==> src/rtl/move_cmd_exec.sv <==
// -----------------------------------------------------------------------------
// move_cmd_exec
//   Executes one motion command at a time.
//   - Calibration: pulses strt_cal and waits for cal_done.
//   - Move: loads the desired heading, waits in TURN until the heading
//     error is small, then ramps forward speed up. It counts centre-line
//     IR crossings (2 per square) and ramps down to zero when the count
//     reaches the target. It acknowledges completion with send_resp.
//   - Any other opcode is accepted and dropped.
//
// Optional feature macro: FANFARE_EN
//   When defined, opcode 4'h5 also pulses fanfare in the DONE cycle.
//   When undefined, fanfare is tied low and opcode 4'h5 behaves as 4'h4.
//
// Ports
//   clk          in   clock
//   rst_n        in   asynchronous active-low reset
//   cmd[15:0]    in   [15:12] opcode, [11:4] heading, [3:0] squares
//   cmd_rdy      in   command valid
//   clr_cmd_rdy  out  command accepted (combinational, IDLE only)
//   send_resp    out  command complete pulse
//   cal_done     in   gyro calibration finished
//   strt_cal     out  calibration start pulse
//   heading_rdy  in   new heading sample strobe
//   hdng_err     in   signed heading error
//   cntrIR       in   centre-line IR sensor (asynchronous)
//   moving       out  motion active
//   frwrd_spd    out  forward speed
//   dsrd_hdng    out  desired heading
//   fanfare      out  fanfare start pulse
// -----------------------------------------------------------------------------
module move_cmd_exec #(
  parameter logic [9:0]  SPD_INC    = 10'h018,
  parameter logic [9:0]  MAX_SPD    = 10'h2A0,
  parameter logic [11:0] ERR_THRESH = 12'h030
) (
  input  logic               clk,
  input  logic               rst_n,
  input  logic [15:0]        cmd,
  input  logic               cmd_rdy,
  output logic               clr_cmd_rdy,
  output logic               send_resp,
  input  logic               cal_done,
  output logic               strt_cal,
  input  logic               heading_rdy,
  input  logic signed [11:0] hdng_err,
  input  logic               cntrIR,
  output logic               moving,
  output logic [9:0]         frwrd_spd,
  output logic [11:0]        dsrd_hdng,
  output logic               fanfare
);

  typedef enum logic [2:0] {
    IDLE      = 3'd0,
    CAL       = 3'd1,
    TURN      = 3'd2,
    RAMP_UP   = 3'd3,
    RAMP_DOWN = 3'd4,
    DONE      = 3'd5
  } state_t;

  state_t      state_q, state_d;
  logic [9:0]  spd_q, spd_d;
  logic [11:0] hdng_q, hdng_d;
  logic [3:0]  sq_q, sq_d;
  logic [4:0]  cnt_q, cnt_d;
  logic [2:0]  sync_q;

  logic        accept;
  logic        is_move;
  logic        line_rise;
  logic        err_ok;
  logic [11:0] err_mag;

  // Speed step up, clamped at MAX_SPD; computed one bit wider so the
  // addition can never wrap.
  function automatic logic [9:0] sat_up(input logic [9:0] spd);
    logic [10:0] sum;
    sum = {1'b0, spd} + {1'b0, SPD_INC};
    if (sum > {1'b0, MAX_SPD}) return MAX_SPD;
    return sum[9:0];
  endfunction

  // Speed step down by twice the ramp step, clamped at zero.
  function automatic logic [9:0] sat_dn(input logic [9:0] spd);
    logic [10:0] dec;
    dec = {SPD_INC, 1'b0};
    if ({1'b0, spd} <= dec) return 10'h000;
    return spd - dec[9:0];
  endfunction

  assign accept    = (state_q == IDLE) && cmd_rdy;
  assign is_move   = (cmd[15:12] == 4'h4) || (cmd[15:12] == 4'h5);
  // -(-2048) is 12'h800, which is the correct magnitude when read unsigned.
  assign err_mag   = hdng_err[11] ? $unsigned(-hdng_err) : $unsigned(hdng_err);
  assign err_ok    = err_mag < ERR_THRESH;
  assign line_rise = sync_q[1] & ~sync_q[2];

  // ---------------------------------------------------------------------------
  // State register
  // ---------------------------------------------------------------------------
  always_ff @(posedge clk or negedge rst_n) begin
    if (!rst_n) state_q <= IDLE;
    else        state_q <= state_d;
  end

  // ---------------------------------------------------------------------------
  // Next-state logic
  // ---------------------------------------------------------------------------
  always_comb begin
    state_d = state_q;
    unique case (state_q)
      IDLE: begin
        if (cmd_rdy) begin
          if (cmd[15:12] == 4'h2) state_d = CAL;
          else if (is_move)       state_d = TURN;
        end
      end
      CAL:       if (cal_done) state_d = DONE;
      TURN:      if (heading_rdy && err_ok) state_d = (sq_q != 4'h0) ? RAMP_UP : DONE;
      RAMP_UP:   if (cnt_q == {sq_q, 1'b0}) state_d = RAMP_DOWN;
      RAMP_DOWN: if (spd_q == 10'h000) state_d = DONE;
      DONE:      state_d = IDLE;
      default:   state_d = IDLE;
    endcase
  end

  // ---------------------------------------------------------------------------
  // Output logic
  // ---------------------------------------------------------------------------
  // clr_cmd_rdy and strt_cal depend on cmd_rdy directly, so they are also
  // qualified by rst_n to stay low while reset is held.
  always_comb begin
    clr_cmd_rdy = rst_n && accept;
    strt_cal    = rst_n && accept && (cmd[15:12] == 4'h2);
    send_resp   = (state_q == DONE);
    moving      = (state_q == TURN) || (state_q == RAMP_UP) ||
                  (state_q == RAMP_DOWN);
  end

  // ---------------------------------------------------------------------------
  // Datapath next-state
  // ---------------------------------------------------------------------------
  always_comb begin
    unique case (state_q)
      RAMP_UP:   spd_d = heading_rdy ? sat_up(spd_q) : spd_q;
      RAMP_DOWN: spd_d = heading_rdy ? sat_dn(spd_q) : spd_q;
      default:   spd_d = 10'h000;
    endcase

    hdng_d = hdng_q;
    if (accept && is_move)
      hdng_d = (cmd[11:4] != 8'h00) ? {cmd[11:4], 4'hF} : 12'h000;

    sq_d = accept ? cmd[3:0] : sq_q;

    // A crossing coinciding with accept is dropped: the count starts fresh.
    if (accept)         cnt_d = 5'd0;
    else if (line_rise) cnt_d = cnt_q + 5'd1;
    else                cnt_d = cnt_q;
  end

  // ---------------------------------------------------------------------------
  // Datapath registers and IR synchroniser
  // ---------------------------------------------------------------------------
  // sync_q[1:0] is the two-flop synchroniser; sync_q[2] is the edge history.
  always_ff @(posedge clk or negedge rst_n) begin
    if (!rst_n) begin
      spd_q  <= 10'h000;
      hdng_q <= 12'h000;
      sq_q   <= 4'h0;
      cnt_q  <= 5'd0;
      sync_q <= 3'b000;
    end else begin
      spd_q  <= spd_d;
      hdng_q <= hdng_d;
      sq_q   <= sq_d;
      cnt_q  <= cnt_d;
      sync_q <= {sync_q[1:0], cntrIR};
    end
  end

  assign frwrd_spd = spd_q;
  assign dsrd_hdng = hdng_q;

`ifdef FANFARE_EN
  logic fan_q;

  always_ff @(posedge clk or negedge rst_n) begin
    if (!rst_n)      fan_q <= 1'b0;
    else if (accept) fan_q <= (cmd[15:12] == 4'h5);
  end

  assign fanfare = (state_q == DONE) && fan_q;
`else
  assign fanfare = 1'b0;
`endif

endmodule

==> config.mk <==
export PLATFORM = sky130hd
export DESIGN_NAME = move_cmd_exec
export DESIGN_NICKNAME = d
export VERILOG_FILES = /design/src/rtl/move_cmd_exec.sv
export SDC_FILE = /design/constraint.sdc
export NUM_CORES = 1
export LEC_CHECK = 0
export CAP_MARGIN = 20
export CORE_ASPECT_RATIO = 1.1
export CORE_MARGIN = 5
export CORE_UTILIZATION = 40
export CTS_BUF_LIST = sky130_fd_sc_hd__clkbuf_4
export DETAILED_ROUTE_END_ITERATION = 12
export GPL_TIMING_DRIVEN = 1
export HOLD_SLACK_MARGIN = 0.02
export PLACE_DENSITY = 0.7
export SLEW_MARGIN = 20
export SYNTH_ARGS = -nofsm -noshare
export SYNTH_HDL_FRONTEND = slang
export SYNTH_SLANG_ARGS = --single-unit
==> constraint.sdc <==
create_clock -name clk -period 5.3 [get_ports clk]
set_input_delay 1.06 -clock clk [delete_from_list [all_inputs] [get_ports clk]]
set_output_delay 1.06 -clock clk [all_outputs]
set_load 0.02 [all_outputs]
==> impl_results.md, run 1 <==
* Status: finished, final reports clean
* CTS Buffer Depth at 2
* Drt first pass iters at 4
* Routed wire per std cell at 14.9 µm
* Hold Fails Final Rpt at 0
* Dpl hpwl at 3.72 mm
* RR Endpoint: dsrd_hdng[10]$_DFFE_PN0P_
* Antenna-violating nets left at 0
* Actual slew at the worst max-slew pin at about 0.53 ns
* Worst reg-to-reg path cell count at 4
* Max stage delay on crit path at 0.60 ns
* DR iter-0 viols at 81
* Hold worst-path end: sync_q[1]$_DFF_PN0_
* CTS buffer count at 5
* Full die area at 6650 µm²
* Buf+Inv Stages, Crit Path at 2
* Initial core utilization at 0.409
* Data required time of the worst path at 4.24 ns
* Fraction of layout cells with a size suffix above 1 at 0.0996
* Max VDD drop at 117 µV
* Fin. max-slew vios at 0
* DRC viols at 0
* Slew HR at 0.645
* Die Y at about 85 µm
* Vias per cell at 5.60
* Mapped Cells at 211
* Crit end category: primary output
* Period utilization at 0.736
* Post-CTS Setup Bufs at 0
* Area Growth Syn to Fin at 28.5%
* Layout fillers at 480
* Syn Area/Cell at 9.70 µm²
* Input/output buffers at 56
* Post-CTS sizing at 0
* Worst reg-to-reg setup slack at 3.14 ns
* RSZ-0062 raised after global routing: false
* Post-synth top cells: dfrtp_1 (31), nand2_1 (16), nor2_1 (13)
* Post-CTS Hold Buffers at 0
* Total wire length at between 4 and 5 mm
* Flop and latch count out of synthesis at 31
* CTS H-tree depth at 2
* Initial antenna violation count at 0
* Post-synth EDFFs at 0
* CTS tree: done
* Fin nets at 301
* Number of global-route vias before repair at 1817
* Min-Delay Path Class: flip-flop to flip-flop
* Total Routing Usage GR at 0.151
* P per Cell Area at 343 nW/µm²
* CP max-delay cell: clkdlybuf4s50_1
* Total global routing overflow at 0
* Most area-consuming cells after synthesis: dfrtp_1 (38%), mux2_2 (6.6%), ha_1 (3.7%), xor2_1 (3.4%), nand2_1 (2.9%)
* Setup_tns at 0 ns
* Final setup viols at 0
* First-pass GRT wire length at 8.33 mm
* Sink Count at 31
* Clk slew on worst S/H paths at 0.09 ns
* Top FF cell, synth: dfrtp_1
* Area of the mapped netlist at 2050 µm²
* Reg-to-reg startpoint: state_q[1]$_DFFE_PN0P_
* Placed cell count at 312
* Later-pin clock latency in the skew report at 0.33 ns
* Root buffer cell: clkbuf_4
* Largest net degree at the start of global routing at 22
* Via count at 1786
* Reg area at 776 µm²
* Post-synth top area cell: dfrtp_1
* Multi-input logic area at 1140 µm²
* Antenna fix cells at 0
* Crit path arrival time at 2.84 ns
* Cell family with most CP delay: buffers and inverters
* Most common cell in the netlist: dfrtp_1
* Max cap viols at 0
* Ports at 61
* Crit path time final at 3.90 ns
* Critical path class: primary input to primary output
* Gp weighted congestion at 0.871
* Post-Layout Cell Count at 319
* Post-synthesis sequential area ratio at 0.379
* Worst Skew at approximately 0.0056 ns
* Most frequent CP cell: clkdlybuf4s50_1
* Synth top area share at 0.379
* CP max FO at 3
* Die span in x at 78.2 µm
* Hold Crit Start: sync_q[0]$_DFF_PN0_
* Rows at 27
* Cell variety after synth at 51
* Async S/R FF share, synth at 1.00
* Fmax at 0.256 GHz
* Core Area at 5000 µm²
* Ys Warns at 0
* Static Leak at between 1 and 1.5 nW
* Hold Path Stages at 0
* Crit-path cells: clkdlybuf4s50_1, nor4b_1, and3_1, clkdlybuf4s50_1
* Setup crit start kind: primary input
==> worst reg2reg max path: cells and delay by family, from the launching register on <==
family / cells / cell delay [ns]
simple gates: 3 / 1.13
flops: 1 / 0.51
mux: 1 / 0.40
==> sequential cells by signal, indices dropped and copies added (netlist names) <==
register and cells:
cnt_q 5, sync_q 3, state_q 3, frwrd_spd 7, sq_q 4, dsrd_hdng 9
==> worst max-delay path by stage <==
stage | from | to | slack (ns) | depth (start not counted)
finish | cmd[15] | strt_cal | 1.40 | 4
CTS | cmd[15] | strt_cal | 1.37 | 4
global route | cmd[15] | strt_cal | 1.26 | 4
global placement | cmd[15] | strt_cal | 1.47 | 4
detailed placement | cmd[15] | strt_cal | 1.37 | 4
floorplan | cmd[15] | strt_cal | 2.46 | 2
==> area by class of cell <==
cell class,instances,area share
multi-input combinational,158,0.432
sequential,31,0.295
timing repair buffer,57,0.216
tap,58,0.0276
clock buffer,5,0.0143
inverter,8,0.0114
clock inverter,2,0.00333
==> cell families after synthesis <==
kind of cell	Yosys count	synth area share
xor+xnor	14	0.0599
flops	31	0.379
simple gates	74	0.206
other cells	1	0.00183
compound gates	47	0.175
mux	13	0.0709
buf+inv	25	0.0709
fa+ha+maj	6	0.0367
==> through the flow <==
stage,util,setup slack [ns],cell area (µm²),hold WS [ns],power [mW]
finish,0.526,1.40,2630,0.358,0.903
global route,0.526,1.26,2630,0.385,0.971
CTS,0.526,1.37,2630,0.361,0.913
detailed placement,0.517,1.37,2580,0.336,0.787
global placement,0.517,1.47,2580,0.337,0.781
floorplan,-,2.46,2060,0.331,0.645
==> power by group <==
part           switching, mW  total [mW]  internal [mW]
combinational          0.196       0.401          0.205
clock                 0.0762       0.123         0.0469
sequential            0.0766       0.379          0.302
==> per-layer routing <==
| layer | wire length [µm] | vias up | GRT usage |
|---|---|---|---|
| met1 | 2000 | 852 | 0.185 |
| met2 | 2400 | 59 | 0.262 |
| li1 | - | 864 | - |
| met3 | 273 | 11 | 0.0340 |
| met5 | 0 | - | 0 |
| met4 | 76 | 0 | 0.0445 |
==> cell usage in the layout, fill, tap and decap left out, types with 7 or more instances in the layout <==
| master | count |
|---|---|
| mux2_2 | 12 |
| inv_1 | 8 |
| dfrtp_1 | 31 |
| nand2_1 | 16 |
| nor2_1 | 13 |
| clkdlybuf4s50_1 | 56 |
| xor2_1 | 8 |
| a21oi_1 | 8 |
| o21ai_0 | 7 |
| nand3_1 | 8 |
Note: power is estimated with default switching activity, not from simulation.
==> inputs of run 2 (changes only) <==
==> constraint.sdc (replaced) <==
create_clock -name clk -period 3.8 [get_ports clk]
set_input_delay 0.76 -clock clk [delete_from_list [all_inputs] [get_ports clk]]
set_output_delay 0.76 -clock clk [all_outputs]
set_load 0.02 [all_outputs]
==> run 2 against run 1 <==
Final area rose by 1.7%. Non-clock buffer count rose by 2. Hold slack improved by 0.012 ns. Register-to-register slack got worse by 1.4 ns. Worst setup slack got worse by 0.92 ns. Sequential power rose by 41%. Critical endpoint unchanged. Largest cell class unchanged.
==> impl_results.md, run 2 (synthesis results as in run 1) <==
* Status: finished, final reports clean
* Hold Slack at 0.370 ns (+0.0123 ns)
* Fmax at between 0.3 and 0.4 GHz
* Antenna-violating nets left at 0 (unchanged)
* Fin nets at 303 (+0.66%)
* Crit path time final at approximately 3.3 ns
* Max cap viols at 0 (unchanged)
* Drt first pass iters at 4 (unchanged)
* CTS H-tree depth at 2 (unchanged)
* CP max FO at 3 (unchanged)
* Clk network pwr share at 0.184 (+0.048)
* Gp weighted congestion at 0.823 (-5.5%)
* Area Growth Syn to Fin at 30.7%
* Total wire length at 4.97 mm (+4.5%)
* Setup crit start kind: primary input
* CTS tree: done
* Die span in x at 78.2 µm (unchanged)
* First-pass GRT wire length at 8.32 mm (about the same)
* Core Area at 5000 µm² (unchanged)
* Hold Fails Final Rpt at 0 (unchanged)
* Initial core utilization at 0.409 (unchanged)
* Period utilization at 0.874
* Total Routing Usage GR at 0.155 (+0.00386)
* Post-CTS sizing at 0 (unchanged)
* DP Area at 2600 µm² (+0.58%)
* Vias per cell at 5.56 (-0.77%)
* CTS Buffer Depth at 2 (unchanged)
* Clk slew on worst S/H paths at 0.10 ns (about the same)
* Rows at 27 (unchanged)
* Min-Delay Path Class: flip-flop to flip-flop
* Ports at 61 (unchanged)
* Post-CTS Hold Buffers at 0 (unchanged)
* Initial antenna violation count at 0 (unchanged)
* Routed wire per std cell at 15.4 µm (+3.6%)
* Logic pwr share at 0.419 (-0.025)
* Final WS setup at 0.478 ns (-0.921 ns)
* Total global routing overflow at 0 (unchanged)
* Worst Skew at 0.00460 ns (-0.000983 ns)
* Pint at 0.845 mW (+53%)
* Via count at 1789 (+0.17%)
* Actual slew at the worst max-slew pin at 0.532 ns (+0.00136 ns)
* DR iter-0 viols at 70 (-14%)
* Antenna fix cells at 0 (unchanged)
* Input/output buffers at 56 (unchanged)
* Later-pin clock latency in the skew report at 0.33 ns (about the same)
* Largest net degree at the start of global routing at 21 (-4.5%)
* Static Leak at 1.11 nW (+2.2%)
* Switching Share at 0.373 (-0.0128)
* Setup Slack @ Placement at 0.467 ns (-0.907 ns)
* Dpl hpwl at 3.84 mm (+3.1%)
* Full die area at 6650 µm² (unchanged)
* DRC viols at 0 (unchanged)
* RSZ-0062 raised after global routing: false
* CTS buffer count at 5 (unchanged)
* Number of global-route vias before repair at 1753 (-3.5%)
* Max FFs per register at 9 (unchanged)
* Max VDD drop at 206 µV (+76%)
* Cell area after layout at 2680 µm² (+1.7%)
* Crit path arrival time at 2.56 ns (-0.28 ns)
* Fin. max-slew vios at 0 (unchanged)
* Post-CTS Setup Bufs at 0 (unchanged)
* Final setup viols at 0 (unchanged)
* Critical path class: primary input to primary output
* Root buffer cell: clkbuf_4
* Setup_tns at 0 ns (unchanged)
* Slew HR at 0.640 (-0.00479)
* Register share of total power at 0.397 (-0.023)
* Commonest non-fill, non-tap cell in the layout: clkdlybuf4s50_1
* P per Cell Area at 504 nW/µm² (+47%)
* Fraction of layout cells with a size suffix above 1 at 0.110 (+0.0102)
* P_sw at 0.503 mW (+44%)
* Data required time of the worst path at 3.04 ns (-1.20 ns)
* Sink Count at 31 (unchanged)
* Crit end category: primary output
* Die Y at 85.0 µm (unchanged)
* Commonest cells after routing, fill and taps aside: clkdlybuf4s50_1 (56), dfrtp_1 (31), nand2_1 (16)
[run 2: cell types whose count changed in the layout (fill, tap and decap cells not counted), sizes merged]
cell	delta
bufinv	+1
buf	+2
[run 2: through the flow]
step                power, mW  cells  utilization
floorplan               0.900    214            -
global placement         1.09    314        0.520
detailed placement       1.11    314        0.520
CTS                      1.36    322        0.535
global route             1.44    322        0.535
finish                   1.35    322        0.535
[run 2: per-layer routing]
layer  vias to the layer above  GRT usage  routed length [µm]
met5                         -          0                   0
met4                         0     0.0572                  72
met3                         6     0.0340                 342
met2                        70      0.250                2410
met1                       847      0.202                2140
li1                        866          -                   -
[run 2: critical path, cell delays in order]
cell	delay (ns)
clkdlybuf4s50_1	0.44
nor4b_1	0.53
and3_1	0.23
clkdlybuf4s50_1	0.60
[run 2: power groups by stage]
stage	Clock (mW)	Combinational, mW	Sequential (mW)
CTS	0.255	0.572	0.534
global placement	0	0.556	0.535
finish	0.248	0.566	0.535
detailed placement	0	0.568	0.540
floorplan	0	0.353	0.547
global route	0.270	0.622	0.549
[run 2: worst paths after layout]
check | cells past startpoint | slack (ns) | startpoint | endpoint
max | 4 | 0.48 | cmd[15] | strt_cal
min | 0 | 0.37 | sync_q[0]$_DFF_PN0_ | sync_q[1]$_DFF_PN0_
max reg2reg | 7 | 1.72 | frwrd_spd[4]$_DFFE_PN0P_ | frwrd_spd[5]$_DFFE_PN0P_
min reg2reg | 0 | 0.37 | sync_q[0]$_DFF_PN0_ | sync_q[1]$_DFF_PN0_
max in group asynchronous | 3 | 2.59 | rst_n | dsrd_hdng[11]$_DFFE_PN0P_
min in group asynchronous | 2 | 0.73 | rst_n | frwrd_spd[3]$_DFFE_PN0P_
[run 2: cell type report]
type,instances,area (µm²)
Clock buffer,5,37.5
Clock inverter,3,38.8
Fill cell,471,2320
Inverter,8,30.0
Multi-Input combinational cell,158,1140
Sequential cell,31,776
Tap cell,58,72.6
Timing Repair Buffer,59,583
==> inputs of run 3 (changes only) <==
==> constraint.sdc (replaced) <==
create_clock -name clk -period 4.18 [get_ports clk]
set_input_delay 0.836 -clock clk [delete_from_list [all_inputs] [get_ports clk]]
set_output_delay 0.836 -clock clk [all_outputs]
set_load 0.02 [all_outputs]
==> run 3 against run 2 <==
Total power down 9.8%. Register-to-register slack better by 0.30 ns. Via count down 1.6%. Clock power down 10%.
==> impl_results.md, run 3 (synthesis results as in run 1) <==
* Status: finished, final reports clean
* Min-Delay Path Class: flip-flop to flip-flop
* DR iter-0 viols at 87 (+24%)
* Via count at 1761 (-1.6%)
* Ports at 61 (unchanged)
* Final Power at 1.22 mW (-9.8%)
* Max FFs per register at 9 (unchanged)
* CP max FO at 3 (unchanged)
* Layout fillers at 479 (+1.7%)
* Post-CTS sizing at 0 (unchanged)
* Data required time of the worst path at 3.34 ns (+0.30 ns)
* Period utilization at 0.826
* CP max-delay cell: clkdlybuf4s50_1
* Crit path time final at between 3 and 4 ns
* Total global routing overflow at 0 (unchanged)
* Drt first pass iters at 4 (unchanged)
* Most frequent CP cell: clkdlybuf4s50_1
* Slew HR at 0.650 (+0.00950)
* Hold Slack at 0.372 ns (+0.00122 ns)
* CTS H-tree depth at 2 (unchanged)
* Antenna-violating nets left at 0 (unchanged)
* Fmax at 0.290 GHz
* Fin. max-slew vios at 0 (unchanged)
* Area Growth Syn to Fin at 30.3%
* Setup_tns at 0 ns (unchanged)
* Largest net degree at the start of global routing at 21 (unchanged)
* Setup crit start kind: primary input
* Post-Layout Cell Count at 321 (-0.31%)
* Full die area at 6650 µm² (unchanged)
* Sink Count at 31 (unchanged)
* Max VDD drop at 229 µV (+11%)
* Post-CTS Hold Buffers at 0 (unchanged)
* Dpl hpwl at 3.82 mm (-0.40%)
* Fraction of layout cells with a size suffix above 1 at 0.106 (-0.00338)
* Crit-path cells: clkdlybuf4s50_1, nor4b_1, and3_1, clkdlybuf4s50_1
* P per Cell Area at 456 nW/µm² (-9.5%)
* Initial antenna violation count at 0 (unchanged)
* Initial core utilization at 0.409 (unchanged)
* Post-CTS Setup Bufs at 0 (unchanged)
* Root buffer cell: clkbuf_4
* Routed wire per std cell at 15.3 µm (-0.74%)
* First-pass GRT wire length at 8.48 mm (+1.9%)
* CTS Buffer Depth at 2 (unchanged)
* Crit path arrival time at 2.62 ns (+0.06 ns)
* RSZ-0062 raised after global routing: false
* Fin nets at 302 (-0.33%)
* Rows at 27 (unchanged)
* Max stage delay on crit path at 0.59 ns (about the same)
* Input/output buffers at 56 (unchanged)
* Vias per cell at 5.49 (-1.3%)
* Clk slew on worst S/H paths at 0.09 ns (about the same)
* Die span in x at 78.2 µm (unchanged)
* Actual slew at the worst max-slew pin at 0.518 ns (-0.0141 ns)
* Later-pin clock latency in the skew report at 0.34 ns (about the same)
* Antenna fix cells at 0 (unchanged)
* Gp weighted congestion at 0.837 (+1.8%)
* DRC viols at 0 (unchanged)
* Commonest cells after routing, fill and taps aside: clkdlybuf4s50_1 (56), dfrtp_1 (31), nand2_1 (16)
* Commonest non-fill, non-tap cell in the layout: clkdlybuf4s50_1
* Total Routing Usage GR at 0.158 (+0.00380)
* Worst Skew at 0.00733 ns (+0.00273 ns)
* Crit end category: primary output
* Placed cell count at 313 (-0.32%)
* Core Area at 5000 µm² (unchanged)
* Hold Fails Final Rpt at 0 (unchanged)
* Max cap viols at 0 (unchanged)
* Static Leak at 1.11 nW (-0.49%)
* CTS buffer count at 5 (unchanged)
* Number of global-route vias before repair at 1777 (+1.4%)
* Total wire length at 4.91 mm (-1.0%)
* CTS tree: done
* Final setup viols at 0 (unchanged)
* Critical path class: primary input to primary output
* Die Y at 85.0 µm (unchanged)
==> run 3: cell count changes in the layout (fill, tap and decap cells not counted), sizes merged <==
cell and change:
buf -1
==> run 3: metrics by stage <==
| stage | util | cell area, µm² | setup slack, ns |
|---|---|---|---|
| 2_1_floorplan | - | 2060 | 1.79 |
| 3_3_place_gp | 0.518 | 2590 | 0.800 |
| 3_5_place_dp | 0.518 | 2590 | 0.706 |
| 4_1_cts | 0.534 | 2670 | 0.701 |
| 5_1_grt | 0.534 | 2670 | 0.557 |
| 6_report | 0.534 | 2670 | 0.727 |
==> run 3: final timing paths <==
path,start,to,slack (ns),depth (start not counted)
max,cmd[15],strt_cal,0.73,4
min,sync_q[0]$_DFF_PN0_,sync_q[1]$_DFF_PN0_,0.37,0
max reg2reg,state_q[1]$_DFFE_PN0P_,dsrd_hdng[9]$_DFFE_PN0P_,2.02,4
min reg2reg,sync_q[0]$_DFF_PN0_,sync_q[1]$_DFF_PN0_,0.37,0
max in group asynchronous,rst_n,dsrd_hdng[11]$_DFFE_PN0P_,2.90,3
min in group asynchronous,rst_n,state_q[0]$_DFFE_PN0P_,0.80,2
==> run 3: layout make-up <==
class | count | area, µm² | share of cell area
clock buffers | 5 | 37.5 | 0.0141
clock inverters | 3 | 38.8 | 0.0145
inverters | 8 | 30.0 | 0.0113
multi-input cells | 158 | 1140 | 0.426
flip-flops and latches | 31 | 776 | 0.291
well taps | 58 | 72.6 | 0.0272
repair buffers | 58 | 576 | 0.216
==> run 3: power by group <==
group	internal [mW]	total, mW	leakage, nW	switching, mW
logic	0.261	0.512	0.667	0.251
registers	0.383	0.483	0.398	0.0994
clock network	0.123	0.222	0.0426	0.0996
total	0.767	1.22	1.11	0.450
==> run 3: layer usage <==
metal	GRT usage	part of all wire
met4	0.0700	0.019
met2	0.258	0.51
met5	0	0
met3	0.0435	0.060
met1	0.196	0.41
==> run 3: worst max-delay path: cells and delay by family <==
family	cells	cell delay, ns
buf+inv	2	1.03
simple gates	2	0.74
